**src/rtl/scan_sel_pkg.sv**
```systemverilog
// Shared definitions for the keyboard/display scan blocks: width helper and
// anode polarity handling.
package scan_sel_pkg;

    typedef enum logic {
        AN_ACTIVE_HIGH = 1'b0,
        AN_ACTIVE_LOW  = 1'b1
    } an_pol_e;

    localparam logic AN_POL_LOW  = 1'b1;
    localparam logic AN_POL_HIGH = 1'b0;

    // Bits needed to hold 0..n-1, never less than one.
    function automatic int clog2_w(input int n);
        int w;
        w = 0;
        while ((1 << w) < n) w++;
        return (w < 1) ? 1 : w;
    endfunction

    function automatic logic an_level(input logic act, input logic an_low);
        return an_low ? ~act : act;
    endfunction

endpackage

```
**src/rtl/scan_sel_next.sv**
```systemverilog
// Combinational search for the next enabled digit above s, modulo NDIG.
module scan_next
    import scan_sel_pkg::*;
#(
    parameter int NDIG = 4,
    parameter int SW   = clog2_w(NDIG)
) (
    input  logic [SW-1:0]   s,
    input  logic [NDIG-1:0] mask,
    output logic [SW-1:0]   nxt,
    output logic            wrap,
    output logic            any
);

    logic [SW-1:0] w_idx;

    // Walk from the farthest candidate to the nearest so the nearest wins;
    // k = NDIG lands back on s itself for a single-bit mask.
    always_comb begin
        nxt   = s;
        w_idx = '0;
        for (int k = NDIG; k >= 1; k--) begin
            w_idx = SW'((int'(s) + k) % NDIG);
            if (mask[w_idx]) nxt = w_idx;
        end
    end

    assign any  = |mask;
    assign wrap = (nxt <= s);

endmodule

```
**src/rtl/scan_sel.sv**
```systemverilog
// Multiplexed display digit scanner: prescaled slot timer, masked digit
// advance, anti-ghost blanking and one-hot anode decode.
module scan_sel
    import scan_sel_pkg::*;
#(
    parameter int NDIG   = 4,
    parameter int PRESC  = 50000,
    parameter int BLANK  = 2,
    parameter int AN_LOW = 1,
    parameter int SW     = clog2_w(NDIG)
) (
    input  logic            ck2,
    input  logic            rst_n,
    input  logic            en,
    input  logic [NDIG-1:0] mask,
    output logic [SW-1:0]   s,
    output logic [NDIG-1:0] an,
    output logic            tick,
    output logic            frame
);

    localparam int PW = clog2_w(PRESC);
    localparam int BW = clog2_w(BLANK + 1);

    logic [PW-1:0]   r_pc;
    logic [SW-1:0]   r_s;
    logic [BW-1:0]   r_bc;
    logic            r_tick;
    logic            r_frame;
    logic [SW-1:0]   w_nxt;
    logic            w_wrap;
    logic            w_any;
    logic            w_pc_end;
    logic [NDIG-1:0] w_act;

    scan_next #(
        .NDIG (NDIG),
        .SW   (SW)
    ) u_next (
        .s    (r_s),
        .mask (mask),
        .nxt  (w_nxt),
        .wrap (w_wrap),
        .any  (w_any)
    );

    assign w_pc_end = (r_pc == PW'(PRESC - 1));

    always_ff @(posedge ck2 or negedge rst_n) begin
        if (!rst_n) begin
            r_pc    <= '0;
            r_s     <= '0;
            r_bc    <= BW'(BLANK);
            r_tick  <= 1'b0;
            r_frame <= 1'b0;
        end else begin
            r_tick  <= 1'b0;
            r_frame <= 1'b0;
            if (en) begin
                r_pc <= w_pc_end ? '0 : r_pc + 1'b1;
                // An empty mask lets the slot timer wrap but never advances.
                if (w_pc_end && w_any) begin
                    r_s     <= w_nxt;
                    r_bc    <= BW'(BLANK);
                    r_tick  <= 1'b1;
                    r_frame <= w_wrap;
                end else if (r_bc != '0) begin
                    r_bc <= r_bc - 1'b1;
                end
            end
        end
    end

    // rst_n gates the decode so anodes are dark during reset even with BLANK=0.
    for (genvar gi = 0; gi < NDIG; gi++) begin : g_an
        assign w_act[gi] = rst_n && (r_bc == '0) && mask[gi] && (r_s == SW'(gi));
        assign an[gi]    = an_level(w_act[gi], AN_LOW != 0);
    end

    assign s     = r_s;
    assign tick  = r_tick & en;
    assign frame = r_frame & en;

endmodule

```
**config.mk**
```make
export PLATFORM = sky130hd
export DESIGN_NAME = scan_sel
export DESIGN_NICKNAME = d
export VERILOG_FILES = /design/src/rtl/scan_sel_pkg.sv /design/src/rtl/scan_sel_next.sv /design/src/rtl/scan_sel.sv
export SDC_FILE = /design/constraint.sdc
export NUM_CORES = 1
export LEC_CHECK = 0
export BUFFER_PORTS_ARGS = -buffer_cell sky130_fd_sc_hd__buf_2
export CAP_MARGIN = 40
export CORE_MARGIN = 2
export CORE_UTILIZATION = 60
export DETAILED_ROUTE_END_ITERATION = 10
export PLACE_DENSITY = 0.92
export SETUP_SLACK_MARGIN = 0.5
export SYNTH_ARGS = -nofsm -noshare
export SYNTH_HDL_FRONTEND = slang
export SYNTH_SLANG_ARGS = --single-unit
```
**constraint.sdc**
```tcl
create_clock -name ck2 -period 4.3 [get_ports ck2]
set_input_delay 0.86 -clock ck2 [delete_from_list [all_inputs] [get_ports ck2]]
set_output_delay 0.86 -clock ck2 [all_outputs]
set_load 0.03 [all_outputs]
```
# Yosys cells after proc, flatten, opt, wreduce, memory -nomap -nowiden

Index checks and enable logic that the tools add are counted.

Register bits: 22
Bits of input ports: 7
Output and inout bits: 8
Word-level logic and storage cells: 62

Add/subtract/negate cells: 6
Magnitude comparators: 5
Eq/ne operators: 4
Multiplexer cells: 19
Bitwise gates (word level): 6
Reductions and logical operators: 17

Operators with widths:

| kind                  | number |
|---|---|
| $add 16x1->16 const B | 1 |
| $eq 16x16->1 const B  | 1 |
| $mux 16               | 1 |
| $lt 2x3->1 const B    | 4 |
| $mux 2                | 6 |
| $logic_and 1x1->1     | 10 |
| $bmux 1 s2            | 4 |
| $mux 1                | 8 |
| $add 2x1->2 const B   | 2 |
| $add 2x2->2 const B   | 2 |
| $eq 2x2->1 const B    | 2 |
| $logic_not 2->1       | 2 |
| $not 1->1             | 4 |
| $reduce_and 2->1      | 2 |
| $reduce_bool 2->1     | 2 |
| $reduce_or 4->1       | 1 |
| $and 1x1->1           | 2 |
| $eq 2x1->1 const B    | 1 |
| $le 2x2->1            | 1 |
| $sub 2x1->2 const B   | 1 |

# Depth between registers and ports, before layout

Gate-level depths: netlist of the first run.

Depth after elaboration: 10
Depth in mapped cells: 11
Mapped depth without buffers: 11

# Modules after synthesis

A second synthesis of the first run with hierarchy kept.

Cells, all modules: 137
Area, all modules: 1,298.7 sq um

By module, submodules not included:

| module    | instances | cells an instance | area an instance (sq um) | seq. area each (sq um) |
|---|---|---|---|---|
| scan_sel  | 1         | 116               | 1,168.6                  | 551.8 |
| scan_next | 1         | 21                | 130.1                    | 0.0 |

# Worst setup path before layout of the first run

OpenSTA, ideal clock, no wires.

Path type: flip-flop to flip-flop
Start point: register r_s[0] (netlist: s[0])
End point: register r_frame
Setup time: 0.118 ns
Arrival: 2.185 ns
Required time: 4.182 ns
Path slack: 1.997 ns
Cell stages (with the launch flop): 10
Path buffers: 0
Clock period less this slack: 2.303 ns
Path through: dfrtp_1 -> inv_1 -> ha_1 -> mux4_2 -> nor2b_1 -> o21ai_0 -> o21ai_0 -> ha_1 -> a21oi_1 -> nor2_1

Longest elaborated chain between the ends: 10
Elaborated cells between the ends (all ways): 19
Classes of those cells: 4 x add/sub; 1 x order compare; 14 x mux

RTL lines:

| item                         | line                | source |
|---|---|---|
| start, declared              | scan_sel.sv:26      | `logic [SW-1:0] r_s;` |
| start signal, assigned       | scan_sel.sv:63      | `r_s <= w_nxt;` |
| $add 2x1->2                  | scan_sel_next.sv:23 | `w_idx = SW'((int'(s) + k) % NDIG);` |
| $bmux 1 s2                   | scan_sel_next.sv:24 | `if (mask[w_idx]) nxt = w_idx;` |
| $mux 1 (not written as such) | scan_sel_next.sv:24 |  |
| $mux 2 (4 in a row)          | scan_sel_next.sv:24 |  |
| $le 2x2->1 (*)               | scan_sel_next.sv:29 | `assign wrap = (nxt <= s);` |
| $mux 1 (*)                   | scan_sel.sv:62      | `if (w_pc_end && w_any) begin` |
| $mux 1 (*)                   | scan_sel.sv:59      | `if (en) begin` |
| end signal, assigned         | scan_sel.sv:66      | `r_frame <= w_wrap;` |
| end, declared                | scan_sel.sv:29      | `logic r_frame;` |

Mark *: on every way between the ends. The rest lies on a longest branch, timed or not. The select of a mux whose other input is x is not followed.
A chain may end at the register's enable or synchronous reset.

# Worst setup path in the final report of the first run

Start point: input rst_n
End point: output an[0]

Longest elaborated chain between the ends: 4

RTL lines:

| item                           | line               | source |
|---|---|---|
| start, declared                | scan_sel.sv:13     | `input logic rst_n,` |
| $logic_and 1x1->1 (3 in a row) | scan_sel.sv:76     | `assign w_act[gi] = rst_n && (r_bc == '0) && mask[gi] && (r_s == SW'(gi));` |
| $not 1->1                      | scan_sel_pkg.sv:22 | `return an_low ? ~act : act;` |
| end, declared                  | scan_sel.sv:17     | `output logic [NDIG-1:0] an,` |

Every way passes these cells.

==> key figures, run 1 <==
Logic synthesis
  – Post-Synthesis Cells: approximately 140
  – Synth Flop Type: dfrtp_1
  – Yosys warning total: 0
  – Synth top area share: 39.0%
  – #FFs+latches synth: 22
  – Synth area leaders: dfrtp_1, ha_1, nand4_1, mux4_2, xnor2_1
  – Post-Syn Area: 1350 um^2
  – Area leader, netlist: dfrtp_1
  – Register area share after synthesis: roughly 41%
  – Post-synth EDFFs: 0
  – Async SR Flop Fraction: 100%
  – Mean cell area of the mapped netlist: slightly below 10 um^2
  – Unique masters post-synth: 38
  – Syn_nets: roughly 150

Worst setup path
  – CP dominant cell by count: buf_2
  – Worst path max stage delay: 0.44 ns
  – Startpoint Class: primary input
  – Critical path, cell by cell: buf_2 -> nand4_1 -> buf_2
  – CP max FO: 26
  – Crit. path cell count: 3
  – Crit path kind: in2out
  – WP data arrival: about 1.7 ns
  – R2r startpoint: s[0]$_DFFE_PN0P_
  – CP Buf/Inv Count: 2
  – Critical Path Start: rst_n
  – Critical path's top delay family: buffers and inverters
  – Reg2Reg Depth: 9
  – Critical Path Sink Type: output port
  – CP max-delay cell: buf_2
  – Worst Path Required: between 3 and 4 ns

Routing
  – Routed vias/inst: slightly above 6
  – Via count: roughly 1.1k
  – Drt total wl: between 2 and 3 mm
  – First-pass DRT Iterations: 4
  – Drt wl/cell: about 16 um
  – Drt first-iter violations: 7
  – Post-route ant nets: 0
  – Residual DRC count: 0

CTS
  – Clk slew on worst S/H paths: between 0.1 and 0.15 ns
  – Clock Latency Late Sink: roughly 0.32 ns
  – CTS root buffer: clkbuf_4
  – Num CTS Buffers: 3
  – H-Tree Depth: 1
  – Hold-fix buffers, CTS: 0
  – Setup repair bufs after CTS: 0
  – Sink Count: 22
  – Post-CTS Resized: 0
  – TritonCTS clock tree: built
  – CTS max path bufs: 2

Floorplanning
  – Die Y-Extent: about 51 um
  – Floorplan Core Area: between 2000 and 2500 um^2
  – DIE WIDTH: ~51 um
  – Full die area: roughly 2600 um^2
  – Starting density of the core: between 60 and 70%
  – I/O Pins: 15
  – Site row count: 17

Placed design
  – DP HPWL: approximately 2.1 mm
  – # port buffers: 14
  – Dpl cell area: approximately 1400 um^2
  – GPL Wtd Cong: 0.849

Timing
  – Period utilisation layout: 59.5%
  – Max Clk Rate: just under 400 MHz
  – Max-slew violations: 0
  – Skew final: between 0.008 and 0.009 ns
  – Max transition margin: about three fifths
  – Unrepaired setup endpoints after global routing: false
  – Least-Margin Pin Slew: 0.605 ns
  – Setup Viol. Count Final: 0
  – Min Tclk post-route: approximately 2.6 ns
  – Setup TNS: 0 ns
  – Final Hold Vio Count: 0

Final layout
  – Final net count: 170
  – Filler instances: 180
  – Synthesis-to-finish area growth: 9.93%
  – Commonest non-fill, non-tap cells in the layout: dfrtp_1, buf_2, inv_1, nand4_1, ha_1
  – Layout cells sized above 1: ~18%
  – Diodes inserted: 0
  – Final instance area: approximately 1500 um^2
  – Leading cell type in the layout, fill and taps excluded: dfrtp_1

Global route
  – Total global-route track usage: between 20% and 30%
  – Final global-route overflow total: 0
  – Antenna violations before repair: 0
  – First-pass GRT wire length: ~4.7 mm
  – Largest net degree at the start of global routing: 27
  – Vias in the first global route: about 1.1k

Pwr
  – Sw Ratio: 31.7%
  – Clock power frac: between 20% and 30%
  – Comb power frac: roughly a quarter
  – LEAKAGE: ~0.7 nW
  – Sequential Power Share: 53.5%
  – Power density over the cells: approximately 350 nW/um^2
  – Max IR drop VDD: between 200 and 250 uV
  – Internal power: about 0.35 mW
  – Sw Pwr: ~0.16 mW

Status
  – Outcome: finished, final reports clean

Hold path
  – Hold Crit Class: in2async

Flow run
  – MaxCap Viol Count: 0
## path summary, 6_finish.rpt
kind | to | slack (ns)
min in group ck2 | r_pc[15]$_DFFE_PN0P_ | 0.52
max | an[0] | 1.74
max reg2reg | r_frame$_DFF_PN0_ | 1.90
min | r_pc[0]$_DFFE_PN0P_ | 0.50
min reg2reg | r_pc[15]$_DFFE_PN0P_ | 0.52
max in group asynchronous | r_pc[6]$_DFFE_PN0P_ | 3.43
## registers in the layout (all words and copies together), names as in the netlist
signal,flops
r_frame,1
r_pc,16
r_tick,1
r_bc,2
s,2
## logic make-up (layout without fill, tap and decap cells)
group,count (synthesis),count (layout),share of synthesized area [%]
simple gates,62,62,27.4
flops,22,22,40.9
compound gates,19,19,8.54
buf+inv,12,28,3.34
xor+xnor,10,10,6.49
fa+ha+maj,8,8,7.42
mux,5,5,5.94
## through the flow
step           utilization (%)  total power [mW]  setup WS, ns  instances  hold slack, ns
2_1_floorplan                -             0.365          2.00        138           0.464
3_3_place_gp              66.7             0.390          1.80        178           0.490
3_5_place_dp              66.7             0.405          1.73        178           0.505
4_1_cts                   68.3             0.518          1.74        182           0.520
5_1_grt                   68.3             0.547          1.66        182           0.533
6_report                  68.3             0.518          1.74        182           0.503
## power groups by stage
stage                     clock network, mW  logic, mW  registers (mW)
after global placement                    0      0.112           0.278
after CTS                             0.117      0.125           0.276
after floorplan                           0     0.0942           0.270
final                                 0.116      0.125           0.277
after detailed placement                  0      0.125           0.280
after global routing                  0.124      0.140           0.283
## layer usage
layer	vias up	global-route usage [%]	wire (um)
met1	546	27.7	1190
met5	-	0	0
li1	538	-	-
met2	21	44.2	1510
met3	5	3.22	75
met4	0	9.65	48
## cell usage after synthesis, types with 5 or more instances
cell type  count
nand3_1        5
ha_1           8
dfrtp_1       21
inv_1         10
and2_1         5
xor2_1         5
xnor2_1        5
nor3_1         6
nand4_1       10
nor2_1         7
o21ai_0        7
nand2_1        7
## area by class of cell
type	instances	area [um^2]	area share [%]
Sequential cell	22	552	37.2
Tap cell	28	35.0	2.36
Multi-Input combinational cell	104	752	50.7
Clock buffer	4	36.3	2.45
Inverter	10	37.5	2.53
Timing Repair Buffer	14	70.1	4.73
## worst reg2reg max path: cells and delay by family, from the launching register on
family | cells | cell delay [ns]
flip-flops | 1 | 0.57
AO/OA/AOI/OAI | 3 | 0.41
AND/OR/NAND/NOR | 2 | 0.29
buffers and inverters | 1 | 0.18
multiplexers | 1 | 0.29
adder cells (fa/ha/maj) | 2 | 0.60
Power figures use the tool's default switching activity.
==> run 2, diff against run 1 <==
--- a/config.mk
+++ b/config.mk
@@ -8,9 +8,9 @@
 export BUFFER_PORTS_ARGS = -buffer_cell sky130_fd_sc_hd__buf_2
 export CAP_MARGIN = 40
 export CORE_MARGIN = 2
-export CORE_UTILIZATION = 60
+export CORE_UTILIZATION = 57
 export DETAILED_ROUTE_END_ITERATION = 10
-export PLACE_DENSITY = 0.92
+export PLACE_DENSITY = 0.89
 export SETUP_SLACK_MARGIN = 0.5
 export SYNTH_ARGS = -nofsm -noshare
 export SYNTH_HDL_FRONTEND = slang
==> constraint.sdc (replaced) <==
create_clock -name ck2 -period 2.7 [get_ports ck2]
set_input_delay 0.54 -clock ck2 [delete_from_list [all_inputs] [get_ports ck2]]
set_output_delay 0.54 -clock ck2 [all_outputs]
set_load 0.03 [all_outputs]
==> key figures, run 2 (synthesized netlist as in run 1, its figures left out) <==
Floorplanning
  – DIE WIDTH: 52.6 um (+2.4%)
  – Die Y-Extent: 52.6 um (+2.4%)
  – Floorplan Core Area: 2230 um^2 (+2.9%)
  – Full die area: 2770 um^2 (+4.9%)
  – Starting density of the core: 60.4% (-1.8 points)
  – Site row count: 17 (unchanged)
  – I/O Pins: 15 (unchanged)

Placed design
  – # port buffers: 14 (unchanged)
  – Placed instance count: 179 (+0.56%)
  – DP HPWL: 2.17 mm (+1.3%)
  – GPL Wtd Cong: 0.894 (+5.3%)
  – Place WS: 0.444 ns (-1.29 ns)

Worst setup path
  – Reg2Reg Depth: 4 (-5)
  – Crit. path cell count: 4 (+1)
  – Crit path kind: reg2reg
  – CP Buf/Inv Count: 0 (-2)
  – WP data arrival: 2.39 ns (+0.69 ns)
  – Critical path, cell by cell: or4b_4 -> or4_4 -> or2_4 -> mux2_4
  – Worst Path Required: 2.92 ns (-0.52 ns)
  – CP max-delay cell: or4_4
  – Startpoint Class: flip-flop
  – Critical path's top delay family: simple AND/OR/NAND/NOR gates
  – CP max FO: 4 (-85%)
  – Critical Path Sink Type: flip-flop
  – Worst path max stage delay: 0.57 ns (+0.13 ns)

Global route
  – Final global-route overflow total: 0 (unchanged)
  – First-pass GRT wire length: 5.39 mm (+15%)
  – Largest net degree at the start of global routing: 23 (-15%)
  – Antenna violations before repair: 0 (unchanged)
  – Total global-route track usage: 26.3% (+2.3 points)
  – Vias in the first global route: 1125 (+3.7%)

Pwr
  – Pwr Total: 0.934 mW (+80%)
  – Power density over the cells: 589 nW/um^2 (+69%)
  – Max IR drop VDD: 392 uV (+71%)
  – LEAKAGE: 0.743 nW (+7.8%)

CTS
  – Num CTS Buffers: 3 (unchanged)
  – Hold-fix buffers, CTS: 0 (unchanged)
  – H-Tree Depth: 1 (unchanged)
  – Clock Latency Late Sink: 0.32 ns (about the same)
  – TritonCTS clock tree: built
  – Sink Count: 22 (unchanged)
  – CTS max path bufs: 2 (unchanged)
  – CTS root buffer: clkbuf_4
  – Clk slew on worst S/H paths: 0.13 ns (about the same)

Final layout
  – Fin cells: 192 (+5.5%)
  – Commonest non-fill, non-tap cells in the layout: dfrtp_1, buf_2, nand4_1, buf_4, inv_1
  – Post-layout util: 70.9% (+2.6 points)
  – Leading cell type in the layout, fill and taps excluded: dfrtp_1
  – Largest reg by FF count: r_pc
  – Final net count: 180 (+5.9%)
  – Max reg flops: 16 (unchanged)
  – Synthesis-to-finish area growth: 17.4%
  – Diodes inserted: 0 (unchanged)
  – Layout cells sized above 1: 26.8% (+8.6 points)

Routing
  – Drt first-iter violations: 68 (+61)
  – Via count: 1233 (+11%)
  – Routed vias/inst: 6.42 (+5.3%)
  – Residual DRC count: 0 (unchanged)
  – Drt total wl: 3.22 mm (+14%)
  – Post-route ant nets: 0 (unchanged)
  – First-pass DRT Iterations: 4 (unchanged)
  – Drt wl/cell: 16.8 um (+8.2%)

Timing
  – Max transition margin: 56.7% (-2.6 points)
  – Min Tclk post-route: about 2.2 ns
  – Final worst slack: 0.522 ns (-1.22 ns)
  – Unrepaired setup endpoints after global routing: true
  – Max-slew violations: 0 (unchanged)
  – Period utilisation layout: around 81%
  – Skew final: 0.00581 ns (-0.00271 ns)
  – Final Hold Vio Count: 0 (unchanged)
  – Setup TNS: 0 ns (unchanged)
  – Max Clk Rate: between 400 and 500 MHz
  – Setup Viol. Count Final: 0 (unchanged)
  – Least-Margin Pin Slew: 0.643 ns (+0.0383 ns)

Status
  – Outcome: finished, final reports clean

Flow run
  – MaxCap Viol Count: 0 (unchanged)

Hold path
  – Hold Crit Class: in2async
## run 2: worst paths after layout
check | start | endpoint | slack, ns
max | r_pc[4]$_DFFE_PN0P_ | s[1]$_DFFE_PN0P_ | 0.52
max reg2reg | r_pc[4]$_DFFE_PN0P_ | s[1]$_DFFE_PN0P_ | 0.52
max in group asynchronous | rst_n | r_bc[1]$_DFFE_PN1P_ | 2.18
min in group ck2 | r_pc[10]$_DFFE_PN0P_ | r_pc[10]$_DFFE_PN0P_ | 0.53
min | rst_n | r_bc[0]$_DFFE_PN0P_ | 0.25
min reg2reg | r_pc[10]$_DFFE_PN0P_ | r_pc[10]$_DFFE_PN0P_ | 0.53
## run 2: repair_timing
action / CTS / global route
gates resized for setup: 1 / 3
buffers inserted: 5 / 4
endpoints found under the setup margin: 2 / 2
cloned: 0 / 0
## run 2: per-layer routing
layer	GRT usage, %	up-vias	routed length [um]
li1	-	558	-
met1	38.0	600	1360
met2	39.4	61	1580
met3	5.43	14	199
met4	8.12	0	77
met5	0	-	0
## run 2: where the power goes
group / switching, mW / internal, mW
Clock: 0.107 / 0.150
Sequential: 0.0532 / 0.386
Combinational: 0.120 / 0.119
## run 2: layout make-up
class	instances	area, um^2
multi-input cells	104	758
clock inverters	1	30.0
well taps	28	35.0
clock buffers	3	22.5
flip-flops and latches	22	556
fillers	184	649
inverters	10	37.5
repair buffers	24	145
## run 2: metrics by stage
step                hold slack (ns)  cell area (um^2)
floorplan                     0.244              1350
global placement              0.494              1460
detailed placement            0.512              1460
CTS                           0.253              1550
global route                  0.275              1580
finish                        0.250              1580
==> run 3, diff against run 2 <==
--- a/config.mk
+++ b/config.mk
@@ -8,9 +8,9 @@
 export BUFFER_PORTS_ARGS = -buffer_cell sky130_fd_sc_hd__buf_2
 export CAP_MARGIN = 40
 export CORE_MARGIN = 2
-export CORE_UTILIZATION = 57
+export CORE_UTILIZATION = 51
 export DETAILED_ROUTE_END_ITERATION = 10
-export PLACE_DENSITY = 0.89
+export PLACE_DENSITY = 0.85
 export SETUP_SLACK_MARGIN = 0.5
 export SYNTH_ARGS = -nofsm -noshare
 export SYNTH_HDL_FRONTEND = slang
==> constraint.sdc (replaced) <==
create_clock -name ck2 -period 1.88 [get_ports ck2]
set_input_delay 0.376 -clock ck2 [delete_from_list [all_inputs] [get_ports ck2]]
set_output_delay 0.376 -clock ck2 [all_outputs]
set_load 0.03 [all_outputs]
==> key figures, run 3 (synthesized netlist as in run 1, its figures left out) <==
Final layout
  – Leading cell type in the layout, fill and taps excluded: buf_4
  – Max reg flops: 16 (unchanged)
  – Fin cells: 232 (+21%)
  – Diodes inserted: 0 (unchanged)
  – Final net count: 218 (+21%)
  – Largest reg by FF count: r_pc
  – Commonest non-fill, non-tap cells in the layout: buf_4, buf_6, dfrtp_1
  – Synthesis-to-finish area growth: 56.1%
  – Layout cells sized above 1: 54.0% (+27 points)

CTS
  – CTS max path bufs: 2 (unchanged)
  – TritonCTS clock tree: built
  – Num CTS Buffers: 3 (unchanged)
  – H-Tree Depth: 1 (unchanged)
  – Clock Latency Late Sink: 0.33 ns (about the same)
  – Sink Count: 22 (unchanged)
  – Hold-fix buffers, CTS: 0 (unchanged)
  – CTS root buffer: clkbuf_4
  – Clk slew on worst S/H paths: 0.13 ns (about the same)

Worst setup path
  – Critical path's top delay family: simple AND/OR/NAND/NOR gates
  – Worst Path Required: 2.15 ns (-0.77 ns)
  – Critical path, cell by cell: or4_4 -> or4_4 -> buf_6 -> or3_4 -> a21oi_4
  – WP data arrival: 2.52 ns (+0.13 ns)
  – CP max-delay cell: or4_4
  – Crit path kind: reg2reg
  – Startpoint Class: flip-flop
  – CP dominant cell by count: or4_4
  – CP max FO: 3 (-1)
  – Worst path max stage delay: 0.57 ns (about the same)
  – CP Buf/Inv Count: 1 (+1)
  – Critical Path Sink Type: flip-flop

Routing
  – Post-route ant nets: 0 (unchanged)
  – First-pass DRT Iterations: 4 (unchanged)
  – Routed vias/inst: 6.34 (-1.2%)
  – Met2 wire length: 2.50 mm (+58%)
  – Residual DRC count: 0 (unchanged)
  – Drt total wl: 4.99 mm (+55%)
  – DR top layer: met4
  – Via count: 1472 (+19%)
  – Drt first-iter violations: 126 (+85%)
  – WL met3: 392 um (+97%)
  – M1 WL: 1.86 mm (+37%)
  – Drt wl/cell: 21.5 um (+28%)

Pwr
  – Sw Pwr: 0.492 mW (+76%)
  – Sequential Power Share: 43.9% (-3.1 points)
  – Internal power: 0.909 mW (+39%)
  – Power density over the cells: 666 nW/um^2 (+13%)
  – LEAKAGE: 0.965 nW (+30%)
  – Max IR drop VDD: 970 uV (+150%)
  – Comb power frac: 38.4% (+13 points)
  – Sw Ratio: 35.1% (+5.2 points)
  – Clock power frac: 17.7% (-9.8 points)

Floorplanning
  – Site row count: 18 (+1)
  – I/O Pins: 15 (unchanged)
  – DIE WIDTH: 55.4 um (+5.3%)
  – Full die area: 3070 um^2 (+11%)
  – Floorplan Core Area: 2500 um^2 (+12%)
  – Die Y-Extent: 55.4 um (+5.3%)
  – Starting density of the core: 54.0% (-6.4 points)

Global route
  – Total global-route track usage: 29.6% (+3.3 points)
  – First-pass GRT wire length: 7.13 mm (+32%)
  – Final global-route overflow total: 0 (unchanged)
  – Vias in the first global route: 1449 (+29%)
  – Largest net degree at the start of global routing: 23 (unchanged)
  – Antenna violations before repair: 0 (unchanged)

Timing
  – Final Hold Vio Count: 0 (unchanged)
  – Least-Margin Pin Slew: 0.446 ns (-0.197 ns)
  – Max-slew violations: 0 (unchanged)
  – Setup Viol. Count Final: 17 (+17)
  – Setup TNS: -2.30 ns (-2.30 ns)
  – Skew final: 0.00724 ns (+0.00143 ns)
  – Final worst slack: -0.367 ns (-0.889 ns)
  – Period utilisation layout: 120% (+39 points)
  – Min Tclk post-route: 2.25 ns (+0.0686 ns)
  – Max transition margin: 70.0% (+13 points)
  – Unrepaired setup endpoints after global routing: true
  – Max Clk Rate: 445 MHz (-3.1%)
  – WHS: 0.107 ns (-0.143 ns)

Placed design
  – GPL Wtd Cong: 0.897 (+0.36%)
  – # port buffers: 14 (unchanged)
  – Placed instance count: 210 (+17%)
  – DP HPWL: 2.63 mm (+21%)

Flow run
  – MaxCap Viol Count: 0 (unchanged)

Status
  – Failing checks: negative setup slack
  – Outcome: finished, violations left

Hold path
  – Hold Crit Class: in2async
-- run 3: layout make-up --
cell class | instances | area [um^2]
multi-input cells | 104 | 918
flip-flops and latches | 22 | 554
repair buffers | 62 | 529
fillers | 121 | 394
inverters | 10 | 40.0
well taps | 30 | 37.5
clock buffers | 4 | 26.3
-- run 3: worst paths after layout --
kind | startpoint | cells after the start | end | slack (ns)
max | r_pc[13]$_DFFE_PN0P_ | 5 | s[0]$_DFFE_PN0P_ | -0.37
min | rst_n | 2 | r_frame$_DFF_PN0_ | 0.11
max reg2reg | r_pc[13]$_DFFE_PN0P_ | 5 | s[0]$_DFFE_PN0P_ | -0.37
min reg2reg | r_pc[2]$_DFFE_PN0P_ | 1 | r_pc[2]$_DFFE_PN0P_ | 0.58
max in group asynchronous | rst_n | 2 | r_bc[1]$_DFFE_PN1P_ | 1.50
min in group ck2 | en | 3 | r_pc[14]$_DFFE_PN0P_ | 0.46
-- run 3: power groups by stage --
| stage | clock network (mW) | registers, mW | logic, mW |
|---|---|---|---|
| 2_1_floorplan | 0 | 0.619 | 0.220 |
| 3_3_place_gp | 0 | 0.615 | 0.339 |
| 3_5_place_dp | 0 | 0.622 | 0.372 |
| 4_1_cts | 0.220 | 0.607 | 0.485 |
| 5_1_grt | 0.272 | 0.626 | 0.580 |
| 6_report | 0.248 | 0.616 | 0.538 |
-- run 3: through the flow --
stage               area [um^2]  setup slack (ns)  total power [mW]  util [%]
detailed placement         1710            -0.319             0.994      68.5
global placement           1710            -0.248             0.954      68.5
CTS                        1940            -0.287              1.31      77.6
floorplan                  1390            -0.249             0.839         -
finish                     2110            -0.367              1.40      84.2
global route               2110            -0.387              1.48      84.2
-- run 3: per-layer routing --
layer,up-vias,global-route usage [%]
met2,99,51.0
met3,22,3.75
met1,713,37.4
li1,638,-
met4,0,11.8
met5,-,0
-- run 3: what timing repair did --
item / in CTS / in global routing
setup endpoints to repair: 23 / 25
pin swaps: 5 / 8
setup buffers: 8 / 10
gates resized for setup: 37 / 29
